**src/rtl/wb_arbiter_if.sv**
```systemverilog
// Bus bundle for wb_arbiter: per-master upstream Wishbone fields (packed by
// master index) and the single downstream port. Signal directions are named
// from the arbiter's point of view; the slave modport is the arbiter side, the
// master modport is the side that drives requests into it.
interface wb_arbiter_if #(
  parameter int unsigned num_masters = 2,
  parameter int unsigned aw          = 32,
  parameter int unsigned dw          = 32
);
  // Upstream (master-facing) signals
  logic [num_masters*aw-1:0]     wbm_adr_i;
  logic [num_masters*dw-1:0]     wbm_dat_i;
  logic [num_masters*(dw/8)-1:0] wbm_sel_i;
  logic [num_masters-1:0]        wbm_we_i;
  logic [num_masters-1:0]        wbm_cyc_i;
  logic [num_masters-1:0]        wbm_stb_i;
  logic [num_masters*3-1:0]      wbm_cti_i;
  logic [num_masters*2-1:0]      wbm_bte_i;
  logic [dw-1:0]                 wbm_sdt_o;
  logic [num_masters-1:0]        wbm_ack_o;
  logic [num_masters-1:0]        wbm_err_o;
  logic [num_masters-1:0]        wbm_rty_o;

  // Downstream (slave-facing) signals
  logic [aw-1:0]                 wbs_adr_o;
  logic [dw-1:0]                 wbs_dat_o;
  logic [dw/8-1:0]               wbs_sel_o;
  logic                          wbs_we_o;
  logic                          wbs_cyc_o;
  logic                          wbs_stb_o;
  logic [2:0]                    wbs_cti_o;
  logic [1:0]                    wbs_bte_o;
  logic [dw-1:0]                 wbs_sdt_i;
  logic                          wbs_ack_i;
  logic                          wbs_err_i;
  logic                          wbs_rty_i;

  // Arbiter side
  modport slave (
    input  wbm_adr_i, wbm_dat_i, wbm_sel_i, wbm_we_i, wbm_cyc_i, wbm_stb_i,
    input  wbm_cti_i, wbm_bte_i,
    output wbm_sdt_o, wbm_ack_o, wbm_err_o, wbm_rty_o,
    output wbs_adr_o, wbs_dat_o, wbs_sel_o, wbs_we_o, wbs_cyc_o, wbs_stb_o,
    output wbs_cti_o, wbs_bte_o,
    input  wbs_sdt_i, wbs_ack_i, wbs_err_i, wbs_rty_i
  );

  // Environment side: drives master requests and slave responses
  modport master (
    output wbm_adr_i, wbm_dat_i, wbm_sel_i, wbm_we_i, wbm_cyc_i, wbm_stb_i,
    output wbm_cti_i, wbm_bte_i,
    input  wbm_sdt_o, wbm_ack_o, wbm_err_o, wbm_rty_o,
    input  wbs_adr_o, wbs_dat_o, wbs_sel_o, wbs_we_o, wbs_cyc_o, wbs_stb_o,
    input  wbs_cti_o, wbs_bte_o,
    output wbs_sdt_i, wbs_ack_i, wbs_err_i, wbs_rty_i
  );
endinterface

```
**src/rtl/wb_arbiter.sv**
```systemverilog
// wb_arbiter: round-robin Wishbone arbiter, num_masters upstream to one
// downstream port. A granted cycle (including bursts) is never pre-empted;
// re-arbitration happens only when the granted master drops cyc.
// Optional feature: define WB_ARBITER_TIMEOUT_EN to add a 16-bit stall
// counter that errors out a slave that never responds within timeout_cycles.
module wb_arbiter #(
  parameter int unsigned num_masters    = 2,
  parameter int unsigned aw             = 32,
  parameter int unsigned dw             = 32,
  parameter int unsigned timeout_cycles = 255
) (
  input  logic                   wb_clk,
  input  logic                   wb_rst_n,
  wb_arbiter_if.slave            io_bus,
  output logic [num_masters-1:0] grant_o
);

  localparam int unsigned IdxW = (num_masters > 1) ? $clog2(num_masters) : 1;
  localparam int unsigned SelW = dw / 8;

  typedef logic [IdxW-1:0] idx_t;
  typedef enum logic {StIdle, StBusy} state_e;

  state_e r_state, w_state_d;
  idx_t   r_gnt, w_gnt_d;
  idx_t   r_last, w_last_d;

  logic   w_busy;
  logic   w_any_cyc;
  logic   w_gnt_cyc;
  logic   w_gnt_stb;
  idx_t   w_sel;
  logic   w_timeout;

  // First requester at or above (from + 1), wrapping modulo num_masters
  function automatic idx_t pick_next(input logic [num_masters-1:0] cyc, input idx_t from);
    idx_t res;
    logic found;
    int   start;
    int   idx;
    res   = '0;
    found = 1'b0;
    start = (int'(from) + 1) % int'(num_masters);
    for (int k = 0; k < int'(num_masters); k++) begin
      idx = (start + k) % int'(num_masters);
      if (!found && cyc[idx]) begin
        res   = idx_t'(idx);
        found = 1'b1;
      end
    end
    return res;
  endfunction

  assign w_busy    = (r_state == StBusy);
  assign w_any_cyc = |io_bus.wbm_cyc_i;
  assign w_gnt_cyc = io_bus.wbm_cyc_i[r_gnt];
  assign w_gnt_stb = io_bus.wbm_stb_i[r_gnt];
  // Idle steers slice 0 onto the downstream request fields
  assign w_sel     = w_busy ? r_gnt : '0;

  // State, grant index and last-winner registers
  always_ff @(posedge wb_clk) begin
    if (!wb_rst_n) begin
      r_state <= StIdle;
      r_gnt   <= '0;
      r_last  <= idx_t'(num_masters - 1);
    end else begin
      r_state <= w_state_d;
      r_gnt   <= w_gnt_d;
      r_last  <= w_last_d;
    end
  end

  // Next-state: arbitrate from idle, hold while granted cyc stays high
  always_comb begin
    w_state_d = r_state;
    w_gnt_d   = r_gnt;
    w_last_d  = r_last;
    unique case (r_state)
      StIdle: begin
        if (w_any_cyc) begin
          w_state_d = StBusy;
          w_gnt_d   = pick_next(io_bus.wbm_cyc_i, r_last);
        end
      end
      StBusy: begin
        if (!w_gnt_cyc) begin
          w_last_d = r_gnt;
          // Granted cyc is low here, so any high bit belongs to another master
          if (w_any_cyc) begin
            w_state_d = StBusy;
            w_gnt_d   = pick_next(io_bus.wbm_cyc_i, r_gnt);
          end else begin
            w_state_d = StIdle;
          end
        end
      end
      default: w_state_d = StIdle;
    endcase
  end

`ifdef WB_ARBITER_TIMEOUT_EN
  logic [15:0] r_stall, w_stall_d;
  logic        w_resp;
  logic        w_stalled;
  logic        w_keep;

  assign w_resp    = io_bus.wbs_ack_i | io_bus.wbs_err_i | io_bus.wbs_rty_i;
  assign w_stalled = w_busy & w_gnt_cyc & w_gnt_stb & ~w_resp;
  // Counter hits the limit in the timeout_cycles-th consecutive stalled cycle
  assign w_timeout = w_stalled && (r_stall == 16'(timeout_cycles - 1));
  // Grant is unchanged across the edge only when staying busy on the same index
  assign w_keep    = w_busy && (w_state_d == StBusy) && (w_gnt_d == r_gnt);

  // Stall counter next value: clear on response, timeout or grant change
  always_comb begin
    w_stall_d = r_stall;
    if (w_resp || w_timeout || !w_keep) begin
      w_stall_d = '0;
    end else if (w_stalled) begin
      w_stall_d = r_stall + 16'd1;
    end
  end

  // Stall counter register
  always_ff @(posedge wb_clk) begin
    if (!wb_rst_n) begin
      r_stall <= '0;
    end else begin
      r_stall <= w_stall_d;
    end
  end
`else
  assign w_timeout = 1'b0;
`endif

  // Outputs: combinational routing of the granted slice and its responses
  always_comb begin
    grant_o          = '0;
    io_bus.wbm_ack_o = '0;
    io_bus.wbm_err_o = '0;
    io_bus.wbm_rty_o = '0;
    io_bus.wbs_cyc_o = 1'b0;
    io_bus.wbs_stb_o = 1'b0;
    io_bus.wbs_adr_o = io_bus.wbm_adr_i[int'(w_sel)*aw +: aw];
    io_bus.wbs_dat_o = io_bus.wbm_dat_i[int'(w_sel)*dw +: dw];
    io_bus.wbs_sel_o = io_bus.wbm_sel_i[int'(w_sel)*SelW +: SelW];
    io_bus.wbs_we_o  = io_bus.wbm_we_i[w_sel];
    io_bus.wbs_cti_o = io_bus.wbm_cti_i[int'(w_sel)*3 +: 3];
    io_bus.wbs_bte_o = io_bus.wbm_bte_i[int'(w_sel)*2 +: 2];
    if (w_busy) begin
      grant_o[r_gnt]          = 1'b1;
      // Timeout drops the slave cycle in the same cycle it reports err
      io_bus.wbs_cyc_o        = w_gnt_cyc & ~w_timeout;
      io_bus.wbs_stb_o        = w_gnt_stb & ~w_timeout;
      io_bus.wbm_ack_o[r_gnt] = io_bus.wbs_ack_i;
      io_bus.wbm_err_o[r_gnt] = io_bus.wbs_err_i | w_timeout;
      io_bus.wbm_rty_o[r_gnt] = io_bus.wbs_rty_i;
    end
  end

  assign io_bus.wbm_sdt_o = io_bus.wbs_sdt_i;

endmodule

```
**src/flat_wrapper.sv**
```systemverilog
// flat-port wrapper written by rule: the top's interface ports become plain ports
module wb_arbiter_flat 
#(
  parameter int unsigned num_masters    = 2,
  parameter int unsigned aw             = 32,
  parameter int unsigned dw             = 32,
  parameter int unsigned timeout_cycles = 255
)
  (wb_clk, wb_rst_n, grant_o, io_bus_wbm_adr_i, io_bus_wbm_dat_i, io_bus_wbm_sel_i, io_bus_wbm_we_i, io_bus_wbm_cyc_i, io_bus_wbm_stb_i, io_bus_wbm_cti_i, io_bus_wbm_bte_i, io_bus_wbm_sdt_o, io_bus_wbm_ack_o, io_bus_wbm_err_o, io_bus_wbm_rty_o, io_bus_wbs_adr_o, io_bus_wbs_dat_o, io_bus_wbs_sel_o, io_bus_wbs_we_o, io_bus_wbs_cyc_o, io_bus_wbs_stb_o, io_bus_wbs_cti_o, io_bus_wbs_bte_o, io_bus_wbs_sdt_i, io_bus_wbs_ack_i, io_bus_wbs_err_i, io_bus_wbs_rty_i);
  wb_arbiter_if #(.num_masters(num_masters), .aw(aw), .dw(dw)) io_bus_i ();
  input  logic wb_clk;
  input  logic wb_rst_n;
  output logic [num_masters-1:0] grant_o;
  input wire logic [$bits(io_bus_i.wbm_adr_i)-1:0] io_bus_wbm_adr_i;
  input wire logic [$bits(io_bus_i.wbm_dat_i)-1:0] io_bus_wbm_dat_i;
  input wire logic [$bits(io_bus_i.wbm_sel_i)-1:0] io_bus_wbm_sel_i;
  input wire logic [$bits(io_bus_i.wbm_we_i)-1:0] io_bus_wbm_we_i;
  input wire logic [$bits(io_bus_i.wbm_cyc_i)-1:0] io_bus_wbm_cyc_i;
  input wire logic [$bits(io_bus_i.wbm_stb_i)-1:0] io_bus_wbm_stb_i;
  input wire logic [$bits(io_bus_i.wbm_cti_i)-1:0] io_bus_wbm_cti_i;
  input wire logic [$bits(io_bus_i.wbm_bte_i)-1:0] io_bus_wbm_bte_i;
  output wire logic [$bits(io_bus_i.wbm_sdt_o)-1:0] io_bus_wbm_sdt_o;
  output wire logic [$bits(io_bus_i.wbm_ack_o)-1:0] io_bus_wbm_ack_o;
  output wire logic [$bits(io_bus_i.wbm_err_o)-1:0] io_bus_wbm_err_o;
  output wire logic [$bits(io_bus_i.wbm_rty_o)-1:0] io_bus_wbm_rty_o;
  output wire logic [$bits(io_bus_i.wbs_adr_o)-1:0] io_bus_wbs_adr_o;
  output wire logic [$bits(io_bus_i.wbs_dat_o)-1:0] io_bus_wbs_dat_o;
  output wire logic [$bits(io_bus_i.wbs_sel_o)-1:0] io_bus_wbs_sel_o;
  output wire logic [$bits(io_bus_i.wbs_we_o)-1:0] io_bus_wbs_we_o;
  output wire logic [$bits(io_bus_i.wbs_cyc_o)-1:0] io_bus_wbs_cyc_o;
  output wire logic [$bits(io_bus_i.wbs_stb_o)-1:0] io_bus_wbs_stb_o;
  output wire logic [$bits(io_bus_i.wbs_cti_o)-1:0] io_bus_wbs_cti_o;
  output wire logic [$bits(io_bus_i.wbs_bte_o)-1:0] io_bus_wbs_bte_o;
  input wire logic [$bits(io_bus_i.wbs_sdt_i)-1:0] io_bus_wbs_sdt_i;
  input wire logic [$bits(io_bus_i.wbs_ack_i)-1:0] io_bus_wbs_ack_i;
  input wire logic [$bits(io_bus_i.wbs_err_i)-1:0] io_bus_wbs_err_i;
  input wire logic [$bits(io_bus_i.wbs_rty_i)-1:0] io_bus_wbs_rty_i;
  assign io_bus_i.wbm_adr_i = io_bus_wbm_adr_i;
  assign io_bus_i.wbm_dat_i = io_bus_wbm_dat_i;
  assign io_bus_i.wbm_sel_i = io_bus_wbm_sel_i;
  assign io_bus_i.wbm_we_i = io_bus_wbm_we_i;
  assign io_bus_i.wbm_cyc_i = io_bus_wbm_cyc_i;
  assign io_bus_i.wbm_stb_i = io_bus_wbm_stb_i;
  assign io_bus_i.wbm_cti_i = io_bus_wbm_cti_i;
  assign io_bus_i.wbm_bte_i = io_bus_wbm_bte_i;
  assign io_bus_wbm_sdt_o = io_bus_i.wbm_sdt_o;
  assign io_bus_wbm_ack_o = io_bus_i.wbm_ack_o;
  assign io_bus_wbm_err_o = io_bus_i.wbm_err_o;
  assign io_bus_wbm_rty_o = io_bus_i.wbm_rty_o;
  assign io_bus_wbs_adr_o = io_bus_i.wbs_adr_o;
  assign io_bus_wbs_dat_o = io_bus_i.wbs_dat_o;
  assign io_bus_wbs_sel_o = io_bus_i.wbs_sel_o;
  assign io_bus_wbs_we_o = io_bus_i.wbs_we_o;
  assign io_bus_wbs_cyc_o = io_bus_i.wbs_cyc_o;
  assign io_bus_wbs_stb_o = io_bus_i.wbs_stb_o;
  assign io_bus_wbs_cti_o = io_bus_i.wbs_cti_o;
  assign io_bus_wbs_bte_o = io_bus_i.wbs_bte_o;
  assign io_bus_i.wbs_sdt_i = io_bus_wbs_sdt_i;
  assign io_bus_i.wbs_ack_i = io_bus_wbs_ack_i;
  assign io_bus_i.wbs_err_i = io_bus_wbs_err_i;
  assign io_bus_i.wbs_rty_i = io_bus_wbs_rty_i;
  wb_arbiter #(.num_masters(num_masters), .aw(aw), .dw(dw), .timeout_cycles(timeout_cycles)) u_core (.wb_clk(wb_clk), .wb_rst_n(wb_rst_n), .io_bus(io_bus_i), .grant_o(grant_o));
endmodule
```
**config.mk**
```make
export PLATFORM = sky130hd
export DESIGN_NAME = wb_arbiter_flat
export DESIGN_NICKNAME = d
export VERILOG_FILES = /design/src/rtl/wb_arbiter_if.sv /design/src/rtl/wb_arbiter.sv /design/src/flat_wrapper.sv
export SDC_FILE = /design/constraint.sdc
export NUM_CORES = 1
export LEC_CHECK = 0
export BUFFER_PORTS_ARGS = -buffer_cell sky130_fd_sc_hd__buf_2
export CAP_MARGIN = 10
export CORE_AREA = 4 4 116 118
export CTS_CLUSTER_SIZE = 30
export DETAILED_ROUTE_END_ITERATION = 7
export DIE_AREA = 0 0 120 122
export PLACE_DENSITY_LB_ADDON = 0.3
export SLEW_MARGIN = 15
export SYNTH_ARGS = -nofsm -noshare
export SYNTH_HDL_FRONTEND = slang
export SYNTH_SLANG_ARGS = --single-unit
```
**constraint.sdc**
```tcl
create_clock -name wb_clk -period 1.6 [get_ports wb_clk]
set_clock_uncertainty 0.05 [all_clocks]
set_input_delay 0.32 -clock wb_clk [delete_from_list [all_inputs] [get_ports wb_clk]]
set_output_delay 0.32 -clock wb_clk [all_outputs]
set_load 0.005 [all_outputs]
```
Yosys cells after proc, flatten, opt, wreduce, memory -nomap -nowiden
Index checks and enable logic that the tools add are counted.
W data, S select, Z words.
{"block": "classes", "eq_ne": 3, "bitwise_logic": 11, "reduce_logical": 8, "magnitude_cmp": 7, "n_addsub": 4, "n_mul": 1, "n_shift": 5, "n_mux": 45}
{"op": "$shiftx A64 B7 Y32", "count": 2}
{"op": "$mux W1", "count": 38}
{"op": "$shiftx A6 B32 Y3", "count": 1}
{"op": "$lt A2 B3 Y1 const B", "count": 4}
{"op": "$mux W2", "count": 4}
{"op": "$shiftx A8 B4 Y4", "count": 1}
{"op": "$add A2 B2 Y3 const B", "count": 2}
{"op": "$and A2 B2 Y2", "count": 3}
{"op": "$and A1 B1 Y1", "count": 4}
{"op": "$lt A1 B2 Y1 const B", "count": 2}
{"op": "$ne A2 B2 Y1 const B", "count": 2}
{"op": "$pmux W1 S2", "count": 2}
{"op": "$shiftx A4 B3 Y2", "count": 1}
{"op": "$logic_and A1 B1 Y1", "count": 3}
{"op": "$mul A1 B2 Y3 const B", "count": 1}
{"op": "$reduce_and A3 Y1", "count": 1}
{"op": "$add A1 B1 Y1 const B", "count": 2}
{"op": "$and A1 B1 Y1 const A", "count": 2}
{"op": "$logic_not A1 Y1", "count": 2}
{"op": "$ne A2 B1 Y1 const B", "count": 1}
{"op": "$not A1 Y1", "count": 2}
{"op": "$reduce_and A2 Y1", "count": 1}
{"op": "$reduce_or A2 Y1", "count": 1}
{"op": "$demux W1 S1", "count": 1}
{"op": "$ge A1 B1 Y1 const B", "count": 1}
{"block": "totals", "reg_bits": 3, "input_bits": 189, "out_inout_bits": 116}

Depth between registers and ports, before layout
{"block": "logic_depth", "ltp_word": 16, "mapped_depth": 6, "ltp_nobuf": 3}

Least setup slack after synthesis
OpenSTA, ideal clock, no wires.
{"block": "synth_path", "kind": "reg-to-output", "from": "reg u_core.r_gnt", "to": "out io_bus_wbs_adr_o[0]", "arrival_ns": 1.124, "n_path_buf": 3, "t_required_ns": 1.230, "slack_ns": 0.106, "stages_incl_launch_ff": 7, "path_cell_list": "dfxtp_1 -> buf_6 -> nand2_4 -> inv_2 -> buf_12 -> buf_12 -> mux2_4"}
{"block": "synth_between", "elab_chain_len": 2}
{"element": "from (decl)", "line": "wb_arbiter.sv:25", "source": "idx_t r_gnt, w_gnt_d;"}
{"element": "from (signal assigned)", "line": "wb_arbiter.sv:69", "source": "r_gnt <= w_gnt_d;"}
{"element": "$mux W1", "line": "wb_arbiter.sv:59", "source": "assign w_sel = w_busy ? r_gnt : '0;"}
{"element": "$shiftx A64 B7 Y32", "line": "wb_arbiter.sv:145", "source": "io_bus.wbs_adr_o = io_bus.wbm_adr_i[int'(w_sel)*aw +: aw];"}
{"element": "to (decl)", "line": "flat_wrapper.sv:26", "source": "output wire logic [$bits(io_bus_i.wbs_adr_o)-1:0] io_bus_wbs_adr_o;"}
Every way passes these cells.

Worst setup path in the final report
{"block": "layout_path", "from": "reg u_core.r_state", "to": "out io_bus_wbs_dat_o[10]"}
{"block": "layout_between", "elab_chain_len": 2}
{"element": "from (decl)", "line": "wb_arbiter.sv:24", "source": "state_e r_state, w_state_d;"}
{"element": "from (signal assigned)", "line": "wb_arbiter.sv:64", "source": "r_state <= StIdle;"}
{"element": "from (signal assigned)", "line": "wb_arbiter.sv:68", "source": "r_state <= w_state_d;"}
{"element": "$mux W1", "line": "wb_arbiter.sv:59"}
{"element": "$shiftx A64 B7 Y32", "line": "wb_arbiter.sv:146", "source": "io_bus.wbs_dat_o = io_bus.wbm_dat_i[int'(w_sel)*dw +: dw];"}
{"element": "to (decl)", "line": "flat_wrapper.sv:27", "source": "output wire logic [$bits(io_bus_i.wbs_dat_o)-1:0] io_bus_wbs_dat_o;"}
Every way passes these cells.

==> summary.md <==
The remaining number of nets flagged by the antenna check after routing was 0; the count of distinct cell types in the synthesized netlist was 19. The layout cell share with drive strength beyond 1 is 0.939. STA classifies the critical path startpoint as a flip-flop.

The flow ran to the end, but the final reports show violations. Sorting the synthesized cells by area gives the leading types as mux2_4 (45%), mux2_2 (17%), buf_4 (15%). The routed length per placed instance works out to 14.3 um. The tools report the power share of the sequential group as 0.063.

Part of the total power dissipated in combinational logic: 0.651. Yosys instantiated no cell more often than mux2_4. The clock reaches the later pin of the worst-skew pair after 0.22 ns. The standard cell core area was 12500 um^2; the die boundary width was 120 um.

The final hold violation count came out at 0. The first TritonRoute pass finished after 4 iterations. The combined global-route utilization of all metal layers came out at 0.0919. Power spread over the standard cell area amounts to 383 nW/um^2.

The number of cell instances on the worst register-to-register path is 3. The run gives 3 as the count of clock tree sinks. After detailed placement, the total cell area comes to 2730 um^2. The run gives 3 as the total CTS buffers. The biggest area consumer among synthesized cells is mux2_4. After filler insertion, the fill cell instance count of the layout stands at 1306. For the number of standard cells after synthesis, the log shows 142. The worst hold path belongs to the class in -> reg. In this run the mean area of a mapped cell was 11.5 um^2. The count of cells in the finished layout, fillers not included, comes to 535. Full die area: 14600 um^2. For the pin with the worst max-slew slack, the measured transition is 0.123 ns. For the sequential cell area fraction in the yosys report, the log shows 0.0369.

Highest routed metal layer: met4. The final reports fail on setup timing. STA classifies the critical path endpoint as an output port. The wire length of the first global-routing pass came out at 10900 um. The worst supply voltage drop on vdd is 294 uV. The run gives 1040 um as the routed length on met3. The commonest cells after synthesis are mux2_4 (49), buf_4 (33), mux2_2 (25), buf_12 (6), nor2b_1 (4).

The slack of the critical path came out at -0.195 ns. TritonCTS built the clock tree. The final clock period utilization by the worst path was 1.12; the top achievable clock speed was 557 MHz. For the final net count, the log shows 553. The effective utilization at floorplan is 0.130.

In this run the worst setup path terminates at io_bus_wbs_dat_o[10]. For this design, the slowest cell found on the critical path is dfxtp_2. The logs give 0.00138 W for the total power after layout and 331 for the net count of the mapped netlist. Grouping stages by cell kind, the critical path spends the most delay in buffers and inverters. At the worst endpoint, the required time is 1.23 ns. Along the worst path, the maximum fanout reaches 7.

The critical path goes through nand2_4 > inv_12 > buf_12 > buf_16 > mux2_4 > buf_6. Setup violations remaining at the end of the flow were counted as 74. Internal power comes to 0.00103 W. For this run, the number of Yosys warnings is 0. The die outline height is 122 um, and the DRC violation total after the first TritonRoute iteration is 39.

For the maximum buffer depth of the clock tree, the log shows 2. The run gives 0.916 as the normalized max-slew margin. Row generation in the floorplan step produced 41 rows.

In the routed design, unresolved DRC markers number 0. The weighted congestion at the end of routability-driven global placement is 0.749. The leakage component of the power was 1.91 nW; the number of placed instances, taps included was 519. The via count of the first global-routing pass was 2164; the number of gates on the worst path with buffers counted was 6. The switching power as a share of total power was 0.251. The detailed router placed 1961 vias in this run. The critical path is of the reg -> out type. The post-route core utilization is 0.288, and the shortest period the worst path allows is 1.80 ns. Summed over all nets, the half-perimeter wirelength after detailed placement is 6070 um. Setup repair after global routing could not meet its margin everywhere. For the total wire length after detailed routing, the log shows 7640 um.

In this run the cell area of the synthesized design comes to 1630 um^2. For this design the total switching power over the nets is 0.000345 W. The logs give 4060 um for the met2 layer wire length in the routed design and 1.43 ns for the worst path arrival time. The number of enable flip-flop cells after synthesis works out to 0. The tools report the part of the power in the clock network as 0.286.

The tool flagged a number of max-cap violations equal to 0. The area growth from synthesis to layout is 121%. The clock-pin slew of the registers on the worst-case setup and hold paths works out to 0.03 ns.

The number of inserted diodes is 0. On the worst path, the slowest cell contributes a delay of 0.34 ns. For the routed length on met1, the log shows 2500 um. For this run the aggregate overflow at the end of global routing stands at 0.

The run gives 10 as the maximum number of pins on one net before global-route repair. The share of the synthesized area in the top cell type came out at 0.452. The most common flop cell mapped by yosys was dfxtp_1. In this run the critical register-to-register path is captured at u_core.r_last$_SDFFE_PN1P_. The number of max-slew violations in the final report is 0.

The setup check on the worst reg-to-reg path leaves a slack of 0.64 ns. The critical path contains buffers and inverters numbering 4 combined. For the number of levels the H-tree was split into, the log shows 1.

The area of all placed cells without fillers was 3590 um^2. The tools report the launching point of the worst reg2reg path as u_core.r_gnt$_SDFFE_PN0P_. Dividing the detail-routed via count by the number of cells gives 3.67. In this run the tool buffered the top-level ports with 240 buffer cells. The initial antenna violation count was 0. Share of async-settable or async-resettable flops after synthesis: 0. The flop and latch count out of synthesis came out at 3.

The cell at the root of the clock tree is clkbuf_16. The source of the critical timing path is u_core.r_state$_SDFF_PN0_. The tools report the number of primary I/O pins as 305.
==> power by group through the flow <==
stage / Clock [W] / Combinational [W] / Sequential [W]
2_1_floorplan: 0 / 0.000376 / 0.0000837
3_3_place_gp: 0 / 0.000643 / 0.0000860
3_5_place_dp: 0 / 0.000648 / 0.0000863
4_1_cts: 0.000404 / 0.000906 / 0.0000861
5_1_grt: 0.000411 / 0.000958 / 0.0000867
6_report: 0.000394 / 0.000895 / 0.0000862
==> logic make-up after synthesis <==
kind of cell,Yosys count,synth area share
buffers and inverters,44,0.248
AO/OA/AOI/OAI,6,0.0277
AND/OR/NAND/NOR,13,0.0500
multiplexers,76,0.638
flip-flops,3,0.0369
==> cell usage in the layout, fill, tap and decap left out, drive strengths merged, types with 2 or more instances in the layout <==
| cell type | count |
|---|---|
| a21boi | 2 |
| and2 | 3 |
| and3 | 3 |
| buf | 259 |
| clkbuf | 4 |
| dfxtp | 3 |
| inv | 2 |
| mux2 | 74 |
| mux2i | 2 |
| nand2 | 3 |
| nor2b | 4 |
| o21a | 2 |
==> sequential cells by signal (all words and copies together) (netlist names) <==
name            count
u_core.r_gnt        1
u_core.r_last       1
u_core.r_state      1
==> timing repair <==
| item | in CTS | in global routing |
|---|---|---|
| hold buffers | 0 | 0 |
| pin swaps | 1 | 1 |
| resized for setup | 110 | 2 |
| setup endpoints to repair | 77 | 77 |
| cloned | 7 | 0 |
| setup buffers | 6 | 1 |
==> per-stage QoR <==
stage	hold WS (ns)	setup WS (ns)	TNS (ns)
6_report	0.312	-0.195	-12.54
5_1_grt	0.316	-0.243	-15.97
4_1_cts	0.314	-0.211	-14.12
3_5_place_dp	0.466	-0.0383	-0.540
3_3_place_gp	0.457	0.00210	0
2_1_floorplan	0.380	0.106	0
==> cell type report <==
type	count	area [um^2]	share of cell area
Multi-Input combinational cell	95	1250	0.348
Tap cell	172	215	0.0600
Sequential cell	3	62.6	0.0174
Clock buffer	4	78.8	0.0220
Inverter	2	20.0	0.00558
Timing Repair Buffer	259	1960	0.547
==> per-layer routing <==
layer / up-vias / global-route usage
met3: 4 / 0.0362
met5: - / 0
li1: 917 / -
met4: 0 / 0.0208
met2: 161 / 0.179
met1: 879 / 0.0910
==> worst min-delay path by stage <==
stage,start,to,slack (ns),cells past startpoint
2_1_floorplan,io_bus_wbm_cyc_i[0],u_core.r_state$_SDFF_PN0_,0.38,1
3_3_place_gp,u_core.r_last$_SDFFE_PN1P_,u_core.r_last$_SDFFE_PN1P_,0.46,2
3_5_place_dp,u_core.r_last$_SDFFE_PN1P_,u_core.r_last$_SDFFE_PN1P_,0.47,2
4_1_cts,wb_rst_n,u_core.r_state$_SDFF_PN0_,0.31,2
5_1_grt,wb_rst_n,u_core.r_state$_SDFF_PN0_,0.32,2
6_report,wb_rst_n,u_core.r_state$_SDFF_PN0_,0.31,2
(Power assumes the default switching activity.)
